[config.mk]
export PLATFORM = sky130hd
export DESIGN_NAME = alu_exec_unit
export DESIGN_NICKNAME = d
export VERILOG_FILES = /design/src/rtl/alu_exec_unit.sv
export SDC_FILE = /design/constraint.sdc
export NUM_CORES = 1
export LEC_CHECK = 0
export BUFFER_PORTS_ARGS = -buffer_cell sky130_fd_sc_hd__buf_2
export CAP_MARGIN = 0
export CORE_MARGIN = 4
export CORE_UTILIZATION = 50
export CTS_CLUSTER_DIAMETER = 100
export DETAILED_ROUTE_END_ITERATION = 16
export GPL_TIMING_DRIVEN = 0
export HOLD_SLACK_MARGIN = 0.02
export PLACE_DENSITY = 0.7
export SYNTH_ARGS = -nofsm -noshare
export SYNTH_HDL_FRONTEND = slang
export SYNTH_SLANG_ARGS = --single-unit
[constraint.sdc]
create_clock -name clk -period 6.3 [get_ports clk]
set_input_delay 0.315 -clock clk [delete_from_list [all_inputs] [get_ports clk]]
set_output_delay 0.315 -clock clk [all_outputs]
set_load 0.02 [all_outputs]
[src/rtl/alu_exec_unit.sv]
// Execute-stage ALU with a registered result behind a valid/ready handshake.
// Optional iterative shift-add multiply (ALUControl 110) enabled by ALU_EXEC_MUL_EN.
module alu_exec_unit #(
    parameter int WIDTH = 32
) (
    input  logic             clk,
    input  logic             reset,
    input  logic             flush,
    input  logic             in_valid,
    output logic             in_ready,
    input  logic [2:0]       ALUControl,
    input  logic [WIDTH-1:0] SrcA,
    input  logic [WIDTH-1:0] SrcB,
    output logic             out_valid,
    input  logic             out_ready,
    output logic [WIDTH-1:0] ALUResult,
    output logic             Zero
);

    typedef enum logic {
        IDLE,
        MUL_BUSY
    } state_t;

    state_t           state;
    logic             can_load;
    logic             accept;
    logic [WIDTH-1:0] alu_value;

    // The output register may be refilled in the same cycle it drains.
    assign can_load = !out_valid || out_ready;
    assign in_ready = (state == IDLE) && !flush && can_load;
    assign accept   = in_valid && in_ready;

    always_comb begin
        alu_value = '0;
        case (ALUControl)
            3'b000:  alu_value = SrcA + SrcB;
            3'b001:  alu_value = SrcA - SrcB;
            3'b010:  alu_value = SrcA & SrcB;
            3'b011:  alu_value = SrcA | SrcB;
            3'b101:  alu_value = {{(WIDTH-1){1'b0}}, ($signed(SrcA) < $signed(SrcB))};
            default: alu_value = '0;
        endcase
    end

`ifdef ALU_EXEC_MUL_EN
    localparam int CW = $clog2(WIDTH + 1);

    logic [CW-1:0]    mul_count;
    logic [WIDTH-1:0] mul_acc;
    logic [WIDTH-1:0] mul_mcand;
    logic [WIDTH-1:0] mul_mplier;
    logic [WIDTH-1:0] mul_sum;
    logic [WIDTH-1:0] mul_final;
    logic             mul_last;
    logic             mul_done;

    assign mul_sum   = mul_acc + (mul_mplier[0] ? mul_mcand : '0);
    assign mul_last  = (mul_count == CW'(WIDTH - 1));
    assign mul_done  = (mul_count == CW'(WIDTH));
    // Once all steps are in the accumulator the product waits there for the output slot.
    assign mul_final = mul_done ? mul_acc : mul_sum;
`endif

    always_ff @(posedge clk or posedge reset) begin
        if (reset) begin
            state      <= IDLE;
            out_valid  <= 1'b0;
            ALUResult  <= '0;
            Zero       <= 1'b1;
`ifdef ALU_EXEC_MUL_EN
            mul_count  <= '0;
            mul_acc    <= '0;
            mul_mcand  <= '0;
            mul_mplier <= '0;
`endif
        end else if (flush) begin
            state     <= IDLE;
            out_valid <= 1'b0;
`ifdef ALU_EXEC_MUL_EN
            mul_count <= '0;
`endif
        end else begin
            if (out_valid && out_ready) begin
                out_valid <= 1'b0;
            end
            case (state)
                IDLE: begin
                    if (accept) begin
`ifdef ALU_EXEC_MUL_EN
                        if (ALUControl == 3'b110) begin
                            state      <= MUL_BUSY;
                            mul_count  <= '0;
                            mul_acc    <= '0;
                            mul_mcand  <= SrcA;
                            mul_mplier <= SrcB;
                        end else begin
                            ALUResult <= alu_value;
                            Zero      <= (alu_value == '0);
                            out_valid <= 1'b1;
                        end
`else
                        ALUResult <= alu_value;
                        Zero      <= (alu_value == '0);
                        out_valid <= 1'b1;
`endif
                    end
                end
                MUL_BUSY: begin
`ifdef ALU_EXEC_MUL_EN
                    if (!mul_done) begin
                        mul_acc    <= mul_sum;
                        mul_mcand  <= mul_mcand << 1;
                        mul_mplier <= mul_mplier >> 1;
                        mul_count  <= mul_count + 1'b1;
                    end
                    if ((mul_last || mul_done) && can_load) begin
                        ALUResult <= mul_final;
                        Zero      <= (mul_final == '0);
                        out_valid <= 1'b1;
                        state     <= IDLE;
                        mul_count <= '0;
                    end
`else
                    state <= IDLE;
`endif
                end
            endcase
        end
    end

endmodule
Word level (Yosys, flattened, before mapping)
Cells that the tools add are included.
- register bits after elaboration: 34
- bits of input ports: 72
- output and inout port bits: 35
- add/sub/neg operators: 2
- magnitude comparators: 1
- eq/ne operators: 4
- multiplexer cells: 4
- bitwise gates (word level): 3
- reduce and logical (&&, ||, !) cells: 10
- operators by type and width (operator ; count):
    $pmux 32 s5 ; 1
    $add 32x32->32 ; 1
    $and 32x32->32 ; 1
    $logic_not 32->1 ; 1
    $lt 32x32->1 ; 1
    $or 32x32->32 ; 1
    $sub 32x32->32 ; 1
    $eq 3x2->1 const B ; 2
    $eq 3x1->1 const B ; 1
    $eq 3x3->1 const B ; 1
    $logic_and 1x1->1 ; 3
    $logic_not 3->1 ; 1
    $mux 1 ; 3
    $reduce_bool 3->1 ; 1
    $logic_not 1->1 ; 2
    $reduce_and 2->1 ; 1
    $logic_or 1x1->1 ; 1
    $not 1->1 ; 1

Logic depth before layout (Yosys ltp)
- word-level depth: 6
- mapped depth: 13

Worst setup path after synthesis
OpenSTA, ideal clock, no wires.
- path kind: input to register
- start point: input port SrcA[0]
- end point: register Zero
- library setup time: 97 ps
- arrival: 3110 ps
- data required time: 6203 ps
- path slack: 3092 ps
- stages on the path: 13
- path buffers: 0
- cells stage by stage: inv_1 > ha_1 > fa_1 > o21bai_2 > a2111oi_2 > o311ai_4 > a211oi_2 > or3_1 > a21oi_1 > nor2_1 > a221o_1 > a22o_1 > o41ai_2
- word-level cells in the longest chain between the ends: 3
- ends and longest elaborated chain (element ; RTL line ; source):
    from (decl) ; 12 ; input logic [WIDTH-1:0] SrcA,
    $sub 32x32->32, or another cell as far along ; 39 ; 3'b001: alu_value = SrcA - SrcB;
    $pmux 32 s5 * ; 37 ; case (ALUControl)
    $logic_not 32->1 * ; 105 ; Zero <= (alu_value == '0);
    to (signal assigned) ; 105 ;
    to (decl) ; 17 ; output logic Zero
Every way passes the cells marked *; elsewhere a longest branch is shown, timed or not.
A chain may end at the register's enable or synchronous reset.

Worst setup path in the final report
- start point: input port ALUControl[0]
- end point: register Zero
- word-level cells in the longest chain between the ends: 3
- ends and longest elaborated chain (element ; RTL line ; source):
    from (decl) ; 11 ; input logic [2:0] ALUControl,
    $eq 3x3->1, or another cell as far along ; 37 ;
    $pmux 32 s5 * ; 37 ;
    $logic_not 32->1 * ; 105 ;
Marked as above.

==> results.md <==
- Setup Slack @ Placement: 2.06 ns
- Average detailed-routed wire length per instance: 20.2 µm
- Fraction of the yosys area taken by sequential cells: 0.122
- Total power after layout: 0.00125 W
- CP Launch Point: ALUControl[0]
- Total wire length after detailed routing: 25100 µm
- Max capacitance violation total: 0
- Worst vdd ir: 98.8 µV
- Starting density of the core: 0.519
- TritonCTS clock tree: built
- Relative slew slack: 0.379
- Core Footprint: 13500 µm²
- Endpoints failing setup: 0
- Post-route insts no fill: 1240
- Clock slew seen by the registers of the worst setup and hold paths: 0.05 ns
- Max Freq: 242 MHz
- X dimension of the die: 126 µm
- Fraction of final layout cells sized beyond drive strength 1: 0.175
- Yosys warns: 0
- Grt total ovfl: 0
- Count of final max-slew check failures: 0
- Iteration-0 DRC count of the detailed router: 803
- Clock network latency to the later pin of the worst-skew pair: 0.27 ns
- Total die area: 16000 µm²
- Critical path data required time: 6.48 ns
- Shortest period the worst path allows: 4.13 ns
- Setup Total Neg Slack: 0 ns
- Post-Synthesis Cells: 948
- Number of buffers created by CTS: 5
- Total via count in the routed design: 7833
- DRC errors left: 0
- Area delta synth->final: 13.2%
- I/O Pins: 107
- Register-to-register path setup slack: 3.44 ns
- Total count of hold-check failures in the final report: 0
- Fill cell instance count of the final layout: 1305
- Largest family of logic cells by synthesized area: compound AO/OA/AOI/OAI gates
- FF+latch count, synth: 34
- Post-cts gate resize count: 0
- Endpoint of the worst register-to-register path: Zero
- Adder and majority cell fraction of the synthesized area: 0.197
- Most common cell after layout, fill and taps aside: sky130_fd_sc_hd__buf_2
- Worst r2r src: out_valid
- Number of optimization iterations in the first detailed-route pass: 5
- Number of unique standard cell types used by synthesis: 98
- Compound-cell area share of the yosys netlist: 0.322
- Pin count of the biggest net entering global routing: 35
- Layout Utilization: 0.588
- Total half-perimeter wirelength after legalization and detailed placement: 20200 µm
- Fin nets: 1244
- Longest Clk Path Bufs: 2
- Number of post-CTS setup repair buffers: 0
- Startpoint type of the worst setup path: input port
- Placement Rows: 42
- Global-route usage over all layers: 0.299
- Run status: completed
- Top flip-flop cell by instance count after synthesis: sky130_fd_sc_hd__dfrtp_1
- Net Count, Synth: 1129
- Ratio of routed vias to standard cells: 6.32
- Deepest level of the CTS H-tree: 2
- Leakage: 3.69 nW
- Hold_sp: flush
- Worst-case clock skew: 0.00395 ns
- Setup repair after global routing missed its margin: false
- Average footprint of a synthesized cell: 7.39 µm²
- Worst hold-check path type: input port to flop
- Share of the synthesized netlist area taken by xor and xnor gates: 0.0125
- Highest-count cells in the layout ignoring fill and taps: sky130_fd_sc_hd__buf_2 (114), sky130_fd_sc_hd__ha_1 (107), sky130_fd_sc_hd__nand2_1 (91), sky130_fd_sc_hd__inv_1 (91), sky130_fd_sc_hd__nor2_1 (78)
- Final Cycle Share: 0.655
- Buffer type at the clock tree root: sky130_fd_sc_hd__clkbuf_16
- Height of the chip: 126 µm
- Async set-or-reset flop fraction in the synthesized netlist: 1.00
- Pwr Density: 157 nW/µm²
- Critical Path Fanout Max: 10
- RePlAce Congestion: 0.974
- Mux contribution to synthesized area: 0.0361
- Cells after DPL: 1230
- Antenna violations before repair: 0
- Worst setup EP type: flop
- Crit Path Class: input port to flop
- Transition time at the pin with the least slew margin: 0.923 ns
- Worst-case setup margin in the final layout: 2.17 ns
- Critical Path AT: 4.30 ns
- Wire length of the first global-routing pass: 38900 µm
- Clk sink count: 34
- EDFF count, synth: 0
- Endpoint of the worst hold-timing path: out_valid
- Input/output buffers: 106
- Number of routed nets with antenna violations: 0
- CTS hold repair buffers: 0
- Number of cells on the worst hold path: 2
- # diodes: 0
- Path depth of the worst reg2reg path: 10
- Vias in the first global route: 7217
- Post-synthesis cell area: 7010 µm²
- Area share of and/or/nand/nor cells after synthesis: 0.228
flip-flops by register name, indices dropped and copies added, names as in the netlist:
name / cells
ALUResult: 32
Zero: 1
out_valid: 1
per-stage QoR:
stage	hold WS, ns	instance area [µm²]
after detailed placement	0.466	7760
after floorplan	0.381	7010
after global routing	0.213	7940
after global placement	0.463	7760
final	0.207	7940
after CTS	0.203	7910
logic make-up after synthesis:
group	Yosys count
xor+xnor	10
flops	34
mux	22
fa+ha+maj	109
simple gates	315
compound gates	311
buf+inv	147
how the worst max path moves through the flow:
stage | slack, ns | end
2_1_floorplan | 3.09 | Zero
3_5_place_dp | 2.06 | Zero
5_1_grt | 2.14 | Zero
4_1_cts | 2.33 | Zero
6_report | 2.17 | Zero
3_3_place_gp | 2.06 | Zero
routing by layer:
layer	share of wire	vias to the layer above	track usage
met2	0.45	435	0.483
met5	0	-	0
li1	-	3689	-
met1	0.41	3631	0.405
met4	0.041	0	0.103
met3	0.097	78	0.0467
worst max-delay path, cell delays in order:
cell and delay (ns):
sky130_fd_sc_hd__buf_2 0.12, sky130_fd_sc_hd__clkbuf_1 0.40, sky130_fd_sc_hd__clkbuf_1 0.54, sky130_fd_sc_hd__buf_1 0.62, sky130_fd_sc_hd__clkbuf_1 0.63, sky130_fd_sc_hd__a211oi_1 0.20, sky130_fd_sc_hd__a31oi_1 0.47, sky130_fd_sc_hd__o2111ai_1 0.32
sky130_fd_sc_hd__nor4_4 0.22, sky130_fd_sc_hd__nand4_1 0.15, sky130_fd_sc_hd__o41ai_2 0.30
power breakdown:
| part | total (W) | internal [W] | switching (W) |
|---|---|---|---|
| registers | 0.000281 | 0.000257 | 0.0000236 |
| logic | 0.000723 | 0.000252 | 0.000471 |
| clock network | 0.000241 | 0.000156 | 0.0000845 |
synthesized netlist by cell type (10+ instances only):
library cell               count  share of area
sky130_fd_sc_hd__a21o_1       10          0.011
sky130_fd_sc_hd__inv_1        92          0.049
sky130_fd_sc_hd__nor2_1       78          0.042
sky130_fd_sc_hd__o31ai_1      10          0.011
sky130_fd_sc_hd__o21a_1       11          0.012
sky130_fd_sc_hd__o21ai_0      62          0.044
sky130_fd_sc_hd__mux2_2       16          0.026
sky130_fd_sc_hd__o211ai_1     17          0.018
sky130_fd_sc_hd__or3_1        11         0.0098
sky130_fd_sc_hd__a21oi_1      71          0.051
sky130_fd_sc_hd__nor3_1       26          0.019
sky130_fd_sc_hd__a211oi_1     22          0.024
sky130_fd_sc_hd__nand4_1      18          0.016
sky130_fd_sc_hd__clkbuf_1     32          0.017
sky130_fd_sc_hd__nand2b_1     11         0.0098
sky130_fd_sc_hd__nand2_1      91          0.049
sky130_fd_sc_hd__dfrtp_1      33           0.12
sky130_fd_sc_hd__nand3_1      14          0.010
sky130_fd_sc_hd__ha_1        107           0.19
sky130_fd_sc_hd__nor2b_1      12          0.011
final cells by class:
type                       count  area, µm²  area share
multi-input combinational    767       5570       0.702
sequential                    34        852       0.107
timing repair buffer         108        561      0.0706
inverter                      97        364      0.0459
buffer                        50        220      0.0278
tap                          176        220      0.0278
clock buffer                   7        143      0.0180
clock inverter                 1       5.00    0.000631
Power figures use the tool's default switching activity.
